File: src/rtl/edge_stim_pkg.sv
// Shared types, default timing constants and the a_o window helper for edge_stim_gen.
package edge_stim_pkg;

    typedef enum logic [1:0] {IDLE, RUN, DONE} state_e;

    localparam int unsigned DEF_CNT_W    = 8;
    localparam int unsigned DEF_C_PERIOD = 5;
    localparam int unsigned DEF_B_PERIOD = 7;
    localparam int unsigned DEF_A_START  = 22;
    localparam int unsigned DEF_A_WIDTH  = 5;
    localparam int unsigned DEF_RUN_LEN  = 100;

    // Half-open window [start, start+width); width 0 yields an empty window.
    function automatic logic in_window(input int unsigned k,
                                       input int unsigned start,
                                       input int unsigned width);
        return (k >= start) && (k < start + width);
    endfunction

endpackage

File: src/rtl/toggle_div.sv
// Free-running toggle: out inverts once every PERIOD enabled cycles, via a reloading down-counter.
module toggle_div #(
    parameter int unsigned PERIOD = 1
) (
    input  logic clk,
    input  logic rst_n,
    input  logic clr,
    input  logic en,
    output logic out
);

    localparam int unsigned CW = (PERIOD > 1) ? $clog2(PERIOD) : 1;
    localparam logic [CW-1:0] RELOAD = CW'(PERIOD - 1);

    logic [CW-1:0] cnt_q, cnt_d;
    logic          out_q, out_d;

    always_comb begin
        cnt_d = cnt_q;
        out_d = out_q;
        if (clr) begin
            cnt_d = RELOAD;
            out_d = 1'b0;
        end else if (en) begin
            if (cnt_q == '0) begin
                cnt_d = RELOAD;
                out_d = ~out_q;
            end else begin
                cnt_d = cnt_q - 1'b1;
            end
        end
    end

    always_ff @(posedge clk or negedge rst_n) begin
        if (!rst_n) begin
            cnt_q <= RELOAD;
            out_q <= 1'b0;
        end else begin
            cnt_q <= cnt_d;
            out_q <= out_d;
        end
    end

    assign out = out_q;

endmodule

File: src/rtl/edge_stim_gen.sv
// Deterministic level-pulse / toggle / run-done stimulus source for event-sensitivity diagnostics.
module edge_stim_gen
    import edge_stim_pkg::*;
#(
    parameter int unsigned CNT_W    = DEF_CNT_W,
    parameter int unsigned C_PERIOD = DEF_C_PERIOD,
    parameter int unsigned B_PERIOD = DEF_B_PERIOD,
    parameter int unsigned A_START  = DEF_A_START,
    parameter int unsigned A_WIDTH  = DEF_A_WIDTH,
    parameter int unsigned RUN_LEN  = DEF_RUN_LEN
) (
    input  logic             clk,
    input  logic             rst_n,
    input  logic             start_i,
    input  logic             stop_i,
    output logic             a_o,
    output logic             b_o,
    output logic             c_o,
    output logic             busy_o,
    output logic             done_o,
    output logic [CNT_W-1:0] cycle_o
);

    state_e           state_q, state_d;
    logic [CNT_W-1:0] k_q, k_d;
    logic             a_q, a_d;
    logic             last_cycle;
    logic             enter_run;
    logic             advance;
    logic             clr_wave;

    assign last_cycle = (k_q == CNT_W'(RUN_LEN - 1));
    assign enter_run  = (state_d == RUN) && (state_q != RUN);
    assign advance    = (state_d == RUN) && (state_q == RUN);
    assign clr_wave   = enter_run || (state_d == IDLE);

    always_ff @(posedge clk or negedge rst_n) begin
        if (!rst_n) begin
            state_q <= IDLE;
        end else begin
            state_q <= state_d;
        end
    end

    // stop_i outranks everything; start_i only matters outside RUN.
    always_comb begin
        state_d = state_q;
        if (stop_i) begin
            state_d = IDLE;
        end else begin
            case (state_q)
                IDLE:    if (start_i) state_d = RUN;
                RUN:     if (last_cycle) state_d = DONE;
                DONE:    if (start_i) state_d = RUN;
                default: state_d = IDLE;
            endcase
        end
    end

    always_comb begin
        busy_o = (state_q == RUN);
        done_o = (state_q == DONE);
    end

    // a_o is computed from the next k so it is registered alongside cycle_o.
    always_comb begin
        k_d = k_q;
        if (state_d == IDLE || enter_run) begin
            k_d = '0;
        end else if (advance) begin
            k_d = k_q + 1'b1;
        end
        a_d = (state_d == RUN) && in_window(int'(k_d), A_START, A_WIDTH);
    end

    always_ff @(posedge clk or negedge rst_n) begin
        if (!rst_n) begin
            k_q <= '0;
            a_q <= 1'b0;
        end else begin
            k_q <= k_d;
            a_q <= a_d;
        end
    end

    toggle_div #(.PERIOD(B_PERIOD)) u_div_b (
        .clk   (clk),
        .rst_n (rst_n),
        .clr   (clr_wave),
        .en    (advance),
        .out   (b_o)
    );

    toggle_div #(.PERIOD(C_PERIOD)) u_div_c (
        .clk   (clk),
        .rst_n (rst_n),
        .clr   (clr_wave),
        .en    (advance),
        .out   (c_o)
    );

    assign a_o     = a_q;
    assign cycle_o = k_q;

endmodule

File: config.mk
export PLATFORM = sky130hd
export DESIGN_NAME = edge_stim_gen
export DESIGN_NICKNAME = d
export VERILOG_FILES = /design/src/rtl/edge_stim_pkg.sv /design/src/rtl/toggle_div.sv /design/src/rtl/edge_stim_gen.sv
export SDC_FILE = /design/constraint.sdc
export NUM_CORES = 1
export LEC_CHECK = 0
export ABC_AREA = 1
export BUFFER_PORTS_ARGS = -buffer_cell sky130_fd_sc_hd__buf_4
export CAP_MARGIN = 25
export CORE_MARGIN = 1.5
export CORE_UTILIZATION = 25
export CTS_BUF_LIST = sky130_fd_sc_hd__clkbuf_8
export DETAILED_ROUTE_END_ITERATION = 12
export REMOVE_ABC_BUFFERS = 1
export SYNTH_ARGS = -nofsm -noshare
export SYNTH_HDL_FRONTEND = slang
export SYNTH_SLANG_ARGS = --single-unit
File: constraint.sdc
create_clock -name clk -period 1.6 [get_ports clk]
set_input_delay 0.32 -clock clk [delete_from_list [all_inputs] [get_ports clk]]
set_output_delay 0.32 -clock clk [all_outputs]
set_load 0.1 [all_outputs]
==> flow_summary.json <==
{
  "status": "finished, violations left",
  "violations": "setup timing",
  "clk_path_buf_depth": 2,
  "wl_met1_um": 1259,
  "synth_edf_count": 0,
  "num-fill-cells": 445,
  "dr.max_layer_used": "met4",
  "setup_ws_ns": -0.07122,
  "ys_ff_latch": 19,
  "dp_hpwl_um": 1980,
  "layout-drive-gt1-share_pct": 45.13,
  "wl_met2_um": 1496,
  "hold_viol": 0,
  "pre_cts_ws_ns": -0.1472,
  "grt_max_degree": 20,
  "gr-total-overflow": 0,
  "cts_buffers": 3,
  "routed_via_density": 4.348,
  "clkTransAtPathRegs_ns": 0.08,
  "io_pins": 17,
  "port_buffers": 16,
  "irDropWorstVdd_uv": 456.8,
  "cts.sinks": 19,
  "postSynth.asyncResetShare_pct": 100.0,
  "fp.dieH_um": 69.78,
  "worstSkewPairLatency_ns": 0.26,
  "hold_class": "in2async",
  "drt_wl_total_um": 2888,
  "rows": 24,
  "tritoncts": "built",
  "worstPathArrival_ns": 1.83,
  "post-route-util_pct": 39.99,
  "grt_pass1_wl_um": 4747,
  "cp-end-kind": "register",
  "cts-root-buf": "clkbuf_8",
  "whs_ns": 0.4517,
  "netlist_instances": 146,
  "power_leakage_nw": 0.8825,
  "layout.nets": 204,
  "yosys_most_used_dff": "dfrtp_1",
  "rsz0062_at_grt": "yes",
  "syn_area_um2": 1115,
  "maxSlewViolCount": 0,
  "syn_area_per_cell_um2": 7.636,
  "diodes": 0,
  "routedWlPerCell_um": 11.69,
  "cp.required_ns": 1.75,
  "worstMarginPinSlew_ns": 0.2806,
  "startpoint_type": "register",
  "synth_warnings": 0,
  "power.density_nw_per_um2": 659.7,
  "area_growth_pct": 55.11,
  "ys_seq_area_share_pct": 42.99,
  "core_um2": 4324,
  "path_class": "reg2reg",
  "fin_area_um2": 1729,
  "ys_types": 24,
  "vias": 1074,
  "worstPathMaxFanout": 7,
  "die_w_um": 69.78,
  "routabilityCongestion": 0.8472,
  "drtAntennaViolNets": 0,
  "final.setup.tns_ns": -0.1007,
  "dieArea_um2": 4869,
  "drtIter0Drc": 60,
  "start_util_pct": 25.78,
  "wl_met3_um": 82,
  "htreeDepth": 1,
  "period_needed_ns": 1.671,
  "grt_pass1_vias": 1061,
  "max_freq_mhz": 598.4,
  "first_pass_iters": 6,
  "finalSetupViolCount": 3,
  "relSlewSlack_pct": 81.45,
  "antenna_found_initial": 0,
  "cap_viol_max_count": 0,
  "placed_area_um2": 1464,
  "drc": 0,
  "gr-usage-all-layers_pct": 12.37,
  "fin_skew_ns": 0.007063,
  "post-route-period-util_pct": 104.5
}
## per-layer routing
| layer | up-vias | global-route usage [%] |
|---|---|---|
| met3 | 6 | 3.488 |
| met2 | 18 | 19.89 |
| li1 | 554 | - |
| met5 | - | 0 |
| met4 | 0 | 4.060 |
| met1 | 496 | 16.01 |
## synthesized netlist by cell type, types with 2 or more instances
| library cell | count | area [um^2] |
|---|---|---|
| and3_1 | 2 | 12.51 |
| nor3_1 | 2 | 10.01 |
| nand2_1 | 22 | 82.58 |
| dfrtp_1 | 16 | 400.4 |
| xnor2_1 | 2 | 17.52 |
| o21ai_1 | 2 | 10.01 |
| ha_1 | 4 | 50.05 |
| nand2_2 | 5 | 31.28 |
| inv_2 | 3 | 11.26 |
| a21oi_1 | 5 | 25.02 |
| nor2_1 | 25 | 93.84 |
| nand3_1 | 11 | 55.05 |
| inv_1 | 27 | 101.4 |
| dfstp_2 | 3 | 78.83 |
| o21ai_0 | 4 | 20.02 |
| nor2_2 | 3 | 18.77 |
| xor2_1 | 3 | 26.28 |
## final cells by class
type	count	area (um^2)	area share, %
sequential	19	480.5	27.79
timing repair buffer	46	370.4	21.42
inverter	30	112.6	6.512
clock inverter	1	7.507	0.4342
tap	52	65.06	3.763
multi-input combinational	96	651.9	37.70
clock buffer	3	41.29	2.388
## registers in the layout (all words and copies together), names as in the netlist
name,flops
u_div_c.out,1
a_o,1
cycle_o,8
u_div_c.cnt_q,3
state_q,2
u_div_b.cnt_q,3
u_div_b.out,1
## power by group
part           switching (W)  internal, W  total [W]
logic               0.000165     0.000103   0.000268
registers          0.0000179     0.000501   0.000519
clock network       0.000177     0.000176   0.000353
total               0.000360     0.000781    0.00114
## worst paths after layout
kind,startpoint,end,slack [ns],cells past startpoint
setup / recovery,cycle_o[1],a_o,-0.07,11
hold / removal,rst_n,u_div_c.cnt_q[1],0.45,2
setup reg to reg,cycle_o[1],a_o,-0.07,11
hold reg to reg,u_div_b.cnt_q[2],u_div_b.cnt_q[2],0.49,2
max in group asynchronous,rst_n,u_div_b.cnt_q[2],0.88,2
min in group clk,u_div_b.cnt_q[2],u_div_b.cnt_q[2],0.49,2
## cells in the final DEF (no fill, tap or decap), types with 2 or more instances in the layout
master and instances:
dfstp_2 3, and3_1 2, buf_4 40, inv_1 26
o21ai_2 3, nand3_1 8, buf_6 4, a21oi_1 4
nand2_2 8, clkbuf_8 3, nor2_1 22, o21ai_0 2
nand4_4 2, ha_1 3, xor2_1 3, inv_2 4
xnor2_1 2, nand2_1 16, dfrtp_1 15, nor3_2 2
nand3_2 2, nor2_2 5, nand2_4 3
## timing repair
item | in CTS | in global routing
resized for setup | 18 | 21
hold endpoints to repair | 16 | 0
buffers inserted | 4 | 1
setup endpoints to repair | 8 | 17
cloned | 1 | 0
pin swaps | 8 | 7
hold buffers | 1 | 0
## cell families (layout without fill, tap and decap cells)
family	count (synthesis)	count (layout)	synth area share, %
compound gates	14	14	7.295
xor+xnor	5	5	3.929
fa+ha+maj	4	4	4.490
buf+inv	32	80	11.56
flops	19	19	42.99
simple gates	72	73	29.74
## per-stage QoR
| step | power (W) | instances |
|---|---|---|
| 2_1_floorplan | 0.0006576 | 144 |
| 3_3_place_gp | 0.0007390 | 236 |
| 3_5_place_dp | 0.0007440 | 236 |
| 4_1_cts | 0.001124 | 246 |
| 5_1_grt | 0.001204 | 247 |
| 6_report | 0.001141 | 247 |
## critical path, cell delays in order, from the launching register on
cell,delay [ns]
dfrtp_1,0.43
ha_4,0.19
nand2_4,0.06
nor2_4,0.04
nand2_4,0.09
nand4_4,0.17
nand2_4,0.17
nand3_4,0.08
nor2_2,0.10
nor2_1,0.04
nor2_1,0.12
nor2_1,0.05
No activity file was read; power rests on OpenSTA's default activity.
